<file path="config.mk">
export PLATFORM = sky130hd
export DESIGN_NAME = ofmap_writer
export DESIGN_NICKNAME = d
export VERILOG_FILES = /design/src/rtl/ofmap_writer.sv
export SDC_FILE = /design/constraint.sdc
export NUM_CORES = 1
export LEC_CHECK = 0
export BUFFER_PORTS_ARGS = -buffer_cell sky130_fd_sc_hd__buf_4
export CAP_MARGIN = 20
export CORE_MARGIN = 2
export CORE_UTILIZATION = 55
export DETAILED_ROUTE_END_ITERATION = 8
export PLACE_DENSITY_LB_ADDON = 0.15
export SKIP_LAST_GASP = 1
export SLEW_MARGIN = 10
export SYNTH_ARGS = -nofsm -noshare
export SYNTH_HDL_FRONTEND = slang
export SYNTH_SLANG_ARGS = --single-unit
</file>
<file path="constraint.sdc">
create_clock -name clk -period 4.7 [get_ports clk]
set_clock_uncertainty 0.2 [all_clocks]
set_input_delay 0.94 -clock clk [delete_from_list [all_inputs] [get_ports clk]]
set_output_delay 0.94 -clock clk [all_outputs]
set_load 0.005 [all_outputs]
</file>
<file path="src/rtl/ofmap_writer.sv">
// Output-feature-map writer: requantizes one or two row lanes per beat,
// queues {addr, data} entries and drains them to the output SRAM.
module ofmap_writer #(
    parameter int DATA_W     = 25,
    parameter int OUT_W      = 8,
    parameter int SHIFT      = 8,
    parameter int ROW_LEN    = 61,
    parameter int NUM_ROWS   = 61,
    parameter int ADDR_W     = 12,
    parameter int FIFO_DEPTH = 8
) (
    input  logic              clk,
    input  logic              rst_n,
    input  logic              clear,
    input  logic [DATA_W-1:0] in0,
    input  logic              in0_valid,
    input  logic [DATA_W-1:0] in1,
    input  logic              in1_valid,
    input  logic [DATA_W-1:0] bias,
    input  logic              relu_en,
    output logic              mem_wr_en,
    output logic [ADDR_W-1:0] mem_wr_addr,
    output logic [OUT_W-1:0]  mem_wr_data,
    input  logic              mem_ready,
    output logic              frame_done,
    output logic              overflow,
    output logic              proto_err
);
    localparam int SW = DATA_W + 2;
    localparam int CW = $clog2(ROW_LEN);
    localparam int RW = $clog2(NUM_ROWS + 2);
    localparam int PW = $clog2(FIFO_DEPTH);
    localparam int EW = ADDR_W + OUT_W;
    localparam logic signed [SW-1:0] RND  = SW'(2 ** (SHIFT - 1));
    localparam logic signed [SW-1:0] UMAX = SW'(2 ** OUT_W - 1);
    localparam logic signed [SW-1:0] SMAX = SW'(2 ** (OUT_W - 1) - 1);
    localparam logic signed [SW-1:0] SMIN = SW'(-(2 ** (OUT_W - 1)));

    typedef enum logic [1:0] {ACTIVE, DRAIN, DONE} state_t;

    function automatic logic [OUT_W-1:0] requant(
        input logic [DATA_W-1:0] x,
        input logic [DATA_W-1:0] b,
        input logic              relu
    );
        logic signed [SW-1:0] s;
        logic signed [SW-1:0] q;
        s = $signed({{2{x[DATA_W-1]}}, x}) + $signed({{2{b[DATA_W-1]}}, b});
        if (relu && s < 0) s = '0;
        q = (s + RND) >>> SHIFT;
        if (relu) begin
            if (q > UMAX) q = UMAX;
        end else if (q > SMAX) begin
            q = SMAX;
        end else if (q < SMIN) begin
            q = SMIN;
        end
        return q[OUT_W-1:0];
    endfunction

    state_t            state;
    logic [CW-1:0]     col;
    logic [RW-1:0]     row_base;
    logic [RW-1:0]     nb;
    logic              accept;
    logic              last_col;
    logic [ADDR_W-1:0] a0;

    logic              s1_v0, s1_v1;
    logic [ADDR_W-1:0] s1_a0, s1_a1;
    logic [OUT_W-1:0]  s1_d0, s1_d1;

    logic [EW-1:0]     fifo_mem [FIFO_DEPTH];
    logic [PW-1:0]     wr_ptr, rd_ptr;
    logic [PW:0]       cnt, total, free;
    logic              pop, acc0, acc1, drop;
    logic              take, from_fifo, bypass, push0, push1, drained;

    assign accept   = in0_valid && state == ACTIVE;
    assign last_col = col == CW'(ROW_LEN - 1);
    assign nb       = row_base + (in1_valid ? RW'(2) : RW'(1));
    assign a0       = ADDR_W'(row_base) * ADDR_W'(ROW_LEN) + ADDR_W'(col);

    // The output register counts as a slot, so FIFO_DEPTH entries are retained in total.
    assign pop       = mem_wr_en && mem_ready;
    assign total     = cnt + (PW+1)'(mem_wr_en);
    assign free      = (PW+1)'(FIFO_DEPTH) - total + (PW+1)'(pop);
    assign acc0      = s1_v0 && free >= (PW+1)'(1);
    assign acc1      = s1_v1 && free >= (PW+1)'(2);
    assign drop      = (s1_v0 && !acc0) || (s1_v1 && !acc1);
    assign take      = !mem_wr_en || pop;
    assign from_fifo = take && cnt != '0;
    assign bypass    = take && cnt == '0 && acc0;
    assign push0     = acc0 && !bypass;
    assign push1     = acc1;
    assign drained   = !s1_v0 && cnt == '0 && (!mem_wr_en || pop);

    always_ff @(posedge clk or negedge rst_n) begin
        if (!rst_n) begin
            state      <= ACTIVE;
            col        <= '0;
            row_base   <= '0;
            frame_done <= 1'b0;
        end else if (clear) begin
            state      <= ACTIVE;
            col        <= '0;
            row_base   <= '0;
            frame_done <= 1'b0;
        end else begin
            frame_done <= 1'b0;
            unique case (state)
                ACTIVE: if (accept) begin
                    if (last_col) begin
                        col <= '0;
                        if (nb >= RW'(NUM_ROWS)) begin
                            row_base <= '0;
                            state    <= DRAIN;
                        end else begin
                            row_base <= nb;
                        end
                    end else begin
                        col <= col + 1'b1;
                    end
                end
                DRAIN: if (drained) begin
                    state      <= DONE;
                    frame_done <= 1'b1;
                end
                DONE:    state <= ACTIVE;
                default: state <= ACTIVE;
            endcase
        end
    end

    always_ff @(posedge clk or negedge rst_n) begin
        if (!rst_n) begin
            s1_v0 <= 1'b0;
            s1_v1 <= 1'b0;
            s1_a0 <= '0;
            s1_a1 <= '0;
            s1_d0 <= '0;
            s1_d1 <= '0;
        end else if (clear) begin
            s1_v0 <= 1'b0;
            s1_v1 <= 1'b0;
            s1_a0 <= '0;
            s1_a1 <= '0;
            s1_d0 <= '0;
            s1_d1 <= '0;
        end else begin
            s1_v0 <= accept;
            s1_v1 <= accept && in1_valid;
            s1_a0 <= a0;
            s1_a1 <= a0 + ADDR_W'(ROW_LEN);
            s1_d0 <= requant(in0, bias, relu_en);
            s1_d1 <= requant(in1, bias, relu_en);
        end
    end

    always_ff @(posedge clk) begin
        if (push0) fifo_mem[wr_ptr] <= {s1_a0, s1_d0};
        if (push1) fifo_mem[push0 ? wr_ptr + 1'b1 : wr_ptr] <= {s1_a1, s1_d1};
    end

    // An empty queue lets lane 0 bypass straight into the output register.
    always_ff @(posedge clk or negedge rst_n) begin
        if (!rst_n) begin
            cnt         <= '0;
            wr_ptr      <= '0;
            rd_ptr      <= '0;
            mem_wr_en   <= 1'b0;
            mem_wr_addr <= '0;
            mem_wr_data <= '0;
        end else if (clear) begin
            cnt         <= '0;
            wr_ptr      <= '0;
            rd_ptr      <= '0;
            mem_wr_en   <= 1'b0;
            mem_wr_addr <= '0;
            mem_wr_data <= '0;
        end else begin
            cnt    <= cnt + (PW+1)'(push0) + (PW+1)'(push1) - (PW+1)'(from_fifo);
            wr_ptr <= wr_ptr + PW'(push0) + PW'(push1);
            if (from_fifo) rd_ptr <= rd_ptr + 1'b1;
            if (take) begin
                mem_wr_en <= from_fifo || bypass;
                if (from_fifo) begin
                    {mem_wr_addr, mem_wr_data} <= fifo_mem[rd_ptr];
                end else if (bypass) begin
                    mem_wr_addr <= s1_a0;
                    mem_wr_data <= s1_d0;
                end
            end
        end
    end

    always_ff @(posedge clk or negedge rst_n) begin
        if (!rst_n) begin
            overflow  <= 1'b0;
            proto_err <= 1'b0;
        end else if (clear) begin
            overflow  <= 1'b0;
            proto_err <= 1'b0;
        end else begin
            overflow  <= overflow | drop | (in0_valid && state != ACTIVE);
            proto_err <= proto_err | (in1_valid && !in0_valid);
        end
    end
endmodule
</file>
==> flow_metrics.tcl, run 1 <==
set metrics [dict create \
    via_count 14030 \
    dpl.cell_count 2291 \
    wl_mm 46.93 \
    grt_antenna_before_repair 0 \
    postPlaceCellArea_um2 20930 \
    h-tree-depth 1 \
    power_switching_share_pct 32.70 \
    cts_max_path_buffers 3 \
    synth_top_family_by_area "multiplexers" \
    clock-sinks 250 \
    synth_warnings 0 \
    failed_checks "negative setup slack" \
    synth.area.mux_share_pct 17.30 \
    finish.utilization_pct 72.14 \
    timing.setup.critical_path_class "primary input to flip-flop" \
    synth.cell_area_um2 17310 \
    status "finished with violations" \
    cap_viol_max_count 0 \
    die_height_um 181.4 \
    synthAdderAreaFrac_pct 9.500 \
    vias_in_the_first_global_route 14430 \
    power.clock.fraction_pct 28.0 \
    synth.top_cell.area_share_pct 27.76 \
    vdd.ir_drop.worst_uv 295.0 \
    power_switching_mw 2.639 \
    grt_max_degree 73 \
    regToRegSetupSlack_ps 180 \
    initial_utilization_pct 56.28 \
    internal_power_mw 5.432 \
    drc 0 \
    gp_congestion 0.8942 \
    hp-class "flip-flop to flip-flop" \
    pwr-share-comb_pct 37.3 \
    synth.yosys.seq_area_share_pct 40.78 \
    synthDominantAreaCellType "edfxtp_1" \
    site_rows 64 \
    route.antenna.remaining_nets 0 \
    min_period_over_period_pct 100.7 \
    synth_xor_area_share_pct 3.868 \
    synth_compound_gate_area_share_pct 12.77 \
    synth_enable_flop_cells 160 \
    numCtsBuffers 27 \
    slew_worst_pin_ps 991.8 \
    grt_setup_unrepaired "yes" \
    grt.overflow.total 0 \
    reg2regPathDepth 21 \
    min_period_ps 4735 \
    fin_ws_ps -34.50 \
    worst_skew_pair.late_latency_ps 560 \
    finalHoldViolCount 0 \
    clock_input_transition_at_the_sequential_cells_of_the_worst_setup_and_hold_paths_ps 60 \
    drive_above_1_share_pct 38.52 \
    synthTopCellsByArea "edfxtp_1 28%, dfrtp_1 13%, mux2_2 10%" \
    setup-violations-final 4 \
    async_flop_share_pct 36.00 \
    min_path_cells 2 \
    tns_ps -75.30 \
    synthSimpleGateAreaFrac_pct 13.09 \
    syn_inst 1559 \
    worst_setup_path_end_kind "flip-flop" \
    static-leakage-power_nw 9.449 \
    ys_seq_elements 250 \
    groute.usage.overall_pct 28.82 \
    dp.final_hpwl_mm 33.42 \
    max_slew_vio_count 0 \
    critical_path.startpoint_type "primary input" \
    synthToLayoutAreaGrowth_pct 28.18 \
    global_route_wire_length_before_repair_mm 75.98 \
    portBuffers 105 \
    p_seq_share_pct 34.8 \
    drt_first_pass_iters 6 \
    core_box_area_um2 30750 \
    insertedDiodeCount 0 \
    stdcell_count 2348 \
    max_freq_ghz 0.2112 \
    clock_tree.root_cell "clkbuf_16" \
    design.die.area_um2 32900 \
    arrival_ps 4950 \
    die_w_um 181.4 \
    synthesis.area_per_instance_um2 11.10 \
    path_max_fanout 4 \
    iteration_0_drc_count_of_the_detailed_router 1009 \
    power.density_cell_area_nw_per_um2 363.8 \
    most_used_dff_post_synth "edfxtp_1" \
    fin_nets 2133 \
    fillerInstances 2212 \
    worst_ep_required_time_ps 4920 \
    syn_nets 1761 \
    cts_tree "done" \
    routed_wire_length_per_instance_um 19.99 \
    synth.lib_cells_used.distinct 98 \
    slew_headroom_pct 33.88 \
    top_level_ports 106 \
    final_area_um2 22180 \
    routed_via_density 5.974 \
]
final cells by class:
cell class                 count  area [um^2]  area share (%)
multi-input combinational   1187        10210           46.02
clock inverter                13        186.4          0.8404
clock buffer                  37        763.2           3.440
tap                          396        495.5           2.233
timing repair buffer         407         3254           14.67
inverter                      58        217.7          0.9814
sequential                   250         7058           31.82
worst max-delay path: stages:
cell	delay, ps
buf_8	100
ha_4	250
nand4_1	170
or3_4	390
o211ai_4	190
nand4_1	140
nor2b_4	180
nor2_2	100
ha_2	190
nand2_2	60
nor3_4	160
buf_4	150
and3_1	180
nand2_1	130
nor4_2	190
nand3_1	130
xor2_1	180
or3_1	430
o31a_1	370
or3_1	310
per-stage QoR:
step           setup slack [ps]  power [mW]  hold WS, ps
2_1_floorplan            -722.7       4.637        271.5
3_3_place_gp             -544.8       5.691        290.1
3_5_place_dp             -647.9       5.786        295.9
4_1_cts                  -8.972       8.068        309.2
5_1_grt                  -161.7       8.475        328.0
6_report                 -34.50       8.070        310.2
what timing repair did:
item	CTS	global route
hold buffers	0	0
pin swaps	5	16
gates cloned	0	0
endpoints found under the setup margin	7	19
gates resized for setup	18	38
buffers inserted	2	5
state kept, by name, indices dropped and copies added (netlist names), 2 cells and up:
register,cells
fifo_mem,160
mem_wr_addr,12
s1_a0,12
s1_a1,12
mem_wr_data,8
s1_d0,8
s1_d1,8
col,6
row_base,6
cnt,4
rd_ptr,3
wr_ptr,3
state,2
power groups by stage:
stage	clock, mW	combinational, mW	sequential, mW
final	2.26	3.01	2.81
after global routing	2.35	3.28	2.84
after CTS	2.28	2.98	2.81
after detailed placement	0	2.94	2.85
after global placement	0	2.86	2.83
after floorplan	0	1.87	2.76
synth_stat cells (5+ instances only):
cell / number
fa_1: 19
nand2_1: 122
nor3_1: 27
nand2b_1: 13
buf_2: 8
and3_1: 20
mux2_2: 161
dfrtp_1: 90
edfxtp_1: 160
nand4_1: 17
inv_1: 58
mux4_2: 40
ha_1: 101
a31oi_1: 6
o21ai_0: 56
a211oi_1: 5
or2_2: 5
xnor2_1: 45
or3_1: 13
o21a_1: 8
mux2i_1: 28
a21oi_1: 100
nor4_1: 13
a21o_1: 29
nor2_1: 110
and2_1: 17
nor2b_1: 16
o31ai_1: 7
o211ai_1: 31
nand3_1: 28
xor2_1: 24
buf_1: 9
nand3b_1: 5
o22ai_1: 6
o21bai_1: 8
o311ai_0: 5
clkbuf_1: 47
final timing paths:
kind / to / from
min in group asynchronous: mem_wr_addr[7] / rst_n
worst min-delay path: proto_err / proto_err
worst min register to register: proto_err / proto_err
max in group asynchronous: s1_d1[7] / rst_n
worst max register to register: s1_a1[11] / row_base[0]
worst max-delay path: s1_d1[6] / bias[11]
cells in the final DEF (no fill, tap or decap), types with 10 or more instances in the layout:
cell type    n
ha_4        14
clkbuf_16   27
and2_1      15
nor2b_1     15
or3_1       11
and3_1      20
o21ai_1     12
nor4_1      10
a21o_1      29
o21ai_0     44
nand2_1    120
a21oi_2     10
mux2i_1     28
edfxtp_1   160
buf_12      12
buf_4      384
o211ai_1    31
nand2b_1    13
ha_1        86
nand4_1     17
inv_1       58
mux4_2      40
nor3_1      26
xnor2_1     42
nand3_1     26
dfrtp_1     89
a21oi_1     91
xor2_1      24
fa_1        19
nor2_1     106
mux2_2     161
kinds of logic after synthesis:
kind of cell	Yosys count
flip-flops	250
buffers and inverters	122
XOR/XNOR	73
AO/OA/AOI/OAI	327
adder cells (fa/ha/maj)	120
AND/OR/NAND/NOR	438
multiplexers	229
per-layer routing:
metal  vias up  global-route usage, %  wire length [um]
li1       6618                      -                 -
met1      6821                  38.69             19970
met2       493                  50.08             23160
met3        95                  3.109              2694
met4         0                  7.642              1101
met5         -                      0                 0
Note: power is estimated with default switching activity, not from simulation.
==> run 2: changes to the inputs <==
Settings changed: CORE_MARGIN 2 to not set.
==> flow_metrics.tcl, run 2 (synthesis results as in run 1) <==
set metrics [dict create \
    status "finished with violations" \
    failed_checks "negative setup slack" \
    clock-sinks 250 \
    clock_tree.root_cell "clkbuf_16" \
    critical_path.startpoint_type "primary input" \
    worst_skew_pair.late_latency_ps 550 \
    stdcell_count 2351 \
    max_freq_ghz 0.2083 \
    largest_register "fifo_mem" \
    iteration_0_drc_count_of_the_detailed_router 1021 \
    route.antenna.remaining_nets 0 \
    finish.utilization_pct 71.60 \
    ff_latch_area_um2 7058 \
    ctsHoldBuffers 0 \
    vdd.ir_drop.worst_uv 208.9 \
    grt_setup_unrepaired "yes" \
    grt_antenna_before_repair 1 \
    h-tree-depth 1 \
    dpl.cell_count 2278 \
    worst_setup_path_end_kind "flip-flop" \
    cap_viol_max_count 0 \
    drt_first_pass_iters 8 \
    multiInputGateArea_um2 10170 \
    slew_headroom_pct 35.33 \
    hp-class "flip-flop to flip-flop" \
    most_frequent_standard_cell_in_the_layout_excluding_fill_and_tap_cells "buf_4" \
    via_count 13870 \
    power_switching_share_pct 33.10 \
    dp.final_hpwl_mm 33.20 \
    cts_tree "done" \
    power_switching_mw 2.584 \
    fin_nets 2136 \
    synthToLayoutAreaGrowth_pct 27.22 \
    drc 0 \
    min_period_ps 4801 \
    cts_max_path_buffers 3 \
    portBuffers 105 \
    fillerInstances 2217 \
    clock_input_transition_at_the_sequential_cells_of_the_worst_setup_and_hold_paths_ps 50 \
    core_box_area_um2 30750 \
    static-leakage-power_nw 9.377 \
    finalHoldViolCount 0 \
    routed_via_density 5.899 \
    max_slew_vio_count 0 \
    top_level_ports 106 \
    power.density_cell_area_nw_per_um2 354.6 \
    mostFrequentLayoutCells "395 x buf_4, 161 x mux2_2, 160 x edfxtp_1, 120 x nand2_1, 107 x nor2_1" \
    grt.overflow.total 0 \
    slew_worst_pin_ps 970.0 \
    grt_max_degree 67 \
    arrival_ps 5020 \
    tns_ps -465.0 \
    timing.setup.critical_path_class "primary input to flip-flop" \
    p_seq_share_pct 36.5 \
    flip_flop_count_of_the_largest_register_after_layout 160 \
    wl_mm 46.03 \
    internal_power_mw 5.224 \
    vias_in_the_first_global_route 13940 \
    initial_utilization_pct 56.28 \
    site_rows 64 \
    die_w_um 179.4 \
    numCtsBuffers 27 \
    routed_wire_length_per_instance_um 19.58 \
    pwr-share-comb_pct 37.6 \
    drive_above_1_share_pct 38.26 \
    gp_congestion 0.9076 \
    die_height_um 179.4 \
    fin_ws_ps -101.4 \
    path_max_fanout 4 \
    power.clock.fraction_pct 25.9 \
    global_route_wire_length_before_repair_mm 72.95 \
    design.die.area_um2 32180 \
    groute.usage.overall_pct 29.18 \
    timing.hold.ws_ps 306.7 \
    preCtsSetupSlack_ps -683.6 \
    setup-violations-final 6 \
    min_period_over_period_pct 102.2 \
    insertedDiodeCount 0 \
    worst_ep_required_time_ps 4920 \
]
run 2: cell types whose count changed in the layout (fill, tap and decap cells not counted), moves of 3 or more:
cell / change
clkbuf_1: +8
o21ai_1: -3
bufinv_16: -3
a21oi_2: +3
buf_6: -6
buf_4: +11
clkbuf_8: -3
run 2: metrics by stage:
step | area [um^2] | power, mW
finish | 22020 | 7.808
global route | 22020 | 8.237
CTS | 21810 | 7.800
detailed placement | 20820 | 5.766
global placement | 20820 | 5.675
floorplan | 17530 | 4.637
run 2: repair_timing:
item                                    CTS  global route
hold endpoints to repair                  0             0
pin swaps                                 3            23
setup buffers                            14             9
gates resized for setup                   8            35
endpoints found under the setup margin    8            17
run 2: critical path: stages:
cell and delay, ps:
buf_8 100, ha_4 250, nand4_1 160, a211oi_4 340, nor3_4 90, o211ai_4 170, nand4_1 160, buf_4 170
buf_4 120, buf_4 120, buf_4 120, buf_4 120, buf_4 120, buf_4 120, buf_4 120, buf_4 120
buf_4 120, buf_4 120, a21oi_1 120, or2_2 140, xor2_1 80, or3_1 420, o31a_1 360, or3_1 320
run 2: final timing paths:
| kind | from | to | slack (ps) | depth (start not counted) |
|---|---|---|---|---|
| max | bias[2] | s1_d1[6] | -100 | 24 |
| min | proto_err | proto_err | 310 | 2 |
| max reg2reg | row_base[0] | s1_a1[11] | 180 | 17 |
| min reg2reg | proto_err | proto_err | 310 | 2 |
| max in group asynchronous | rst_n | cnt[0] | 3080 | 2 |
| min in group asynchronous | rst_n | mem_wr_addr[4] | 330 | 1 |
run 2: per-layer routing:
metal | up-vias | wire length, um | global-route usage [%]
li1 | 6636 | - | -
met1 | 6714 | 19940 | 39.76
met2 | 435 | 22300 | 49.46
met3 | 84 | 2677 | 3.418
met4 | 0 | 1112 | 7.633
met5 | - | 0 | 0
run 2: final cells by class:
class                   instances  area share (%)
multi-input cells            1187           46.21
inverters                      58          0.9888
repair buffers                410           14.69
flip-flops and latches        250           32.06
well taps                     396           2.250
clock inverters                 8          0.3864
clock buffers                  42           3.415
run 2: power groups by stage:
stage | clock, mW | combinational, mW | sequential (mW)
final | 2.02 | 2.94 | 2.85
after global routing | 2.12 | 3.22 | 2.90
after CTS | 2.04 | 2.91 | 2.85
after global placement | 0 | 2.80 | 2.88
after detailed placement | 0 | 2.87 | 2.90
after floorplan | 0 | 1.87 | 2.76
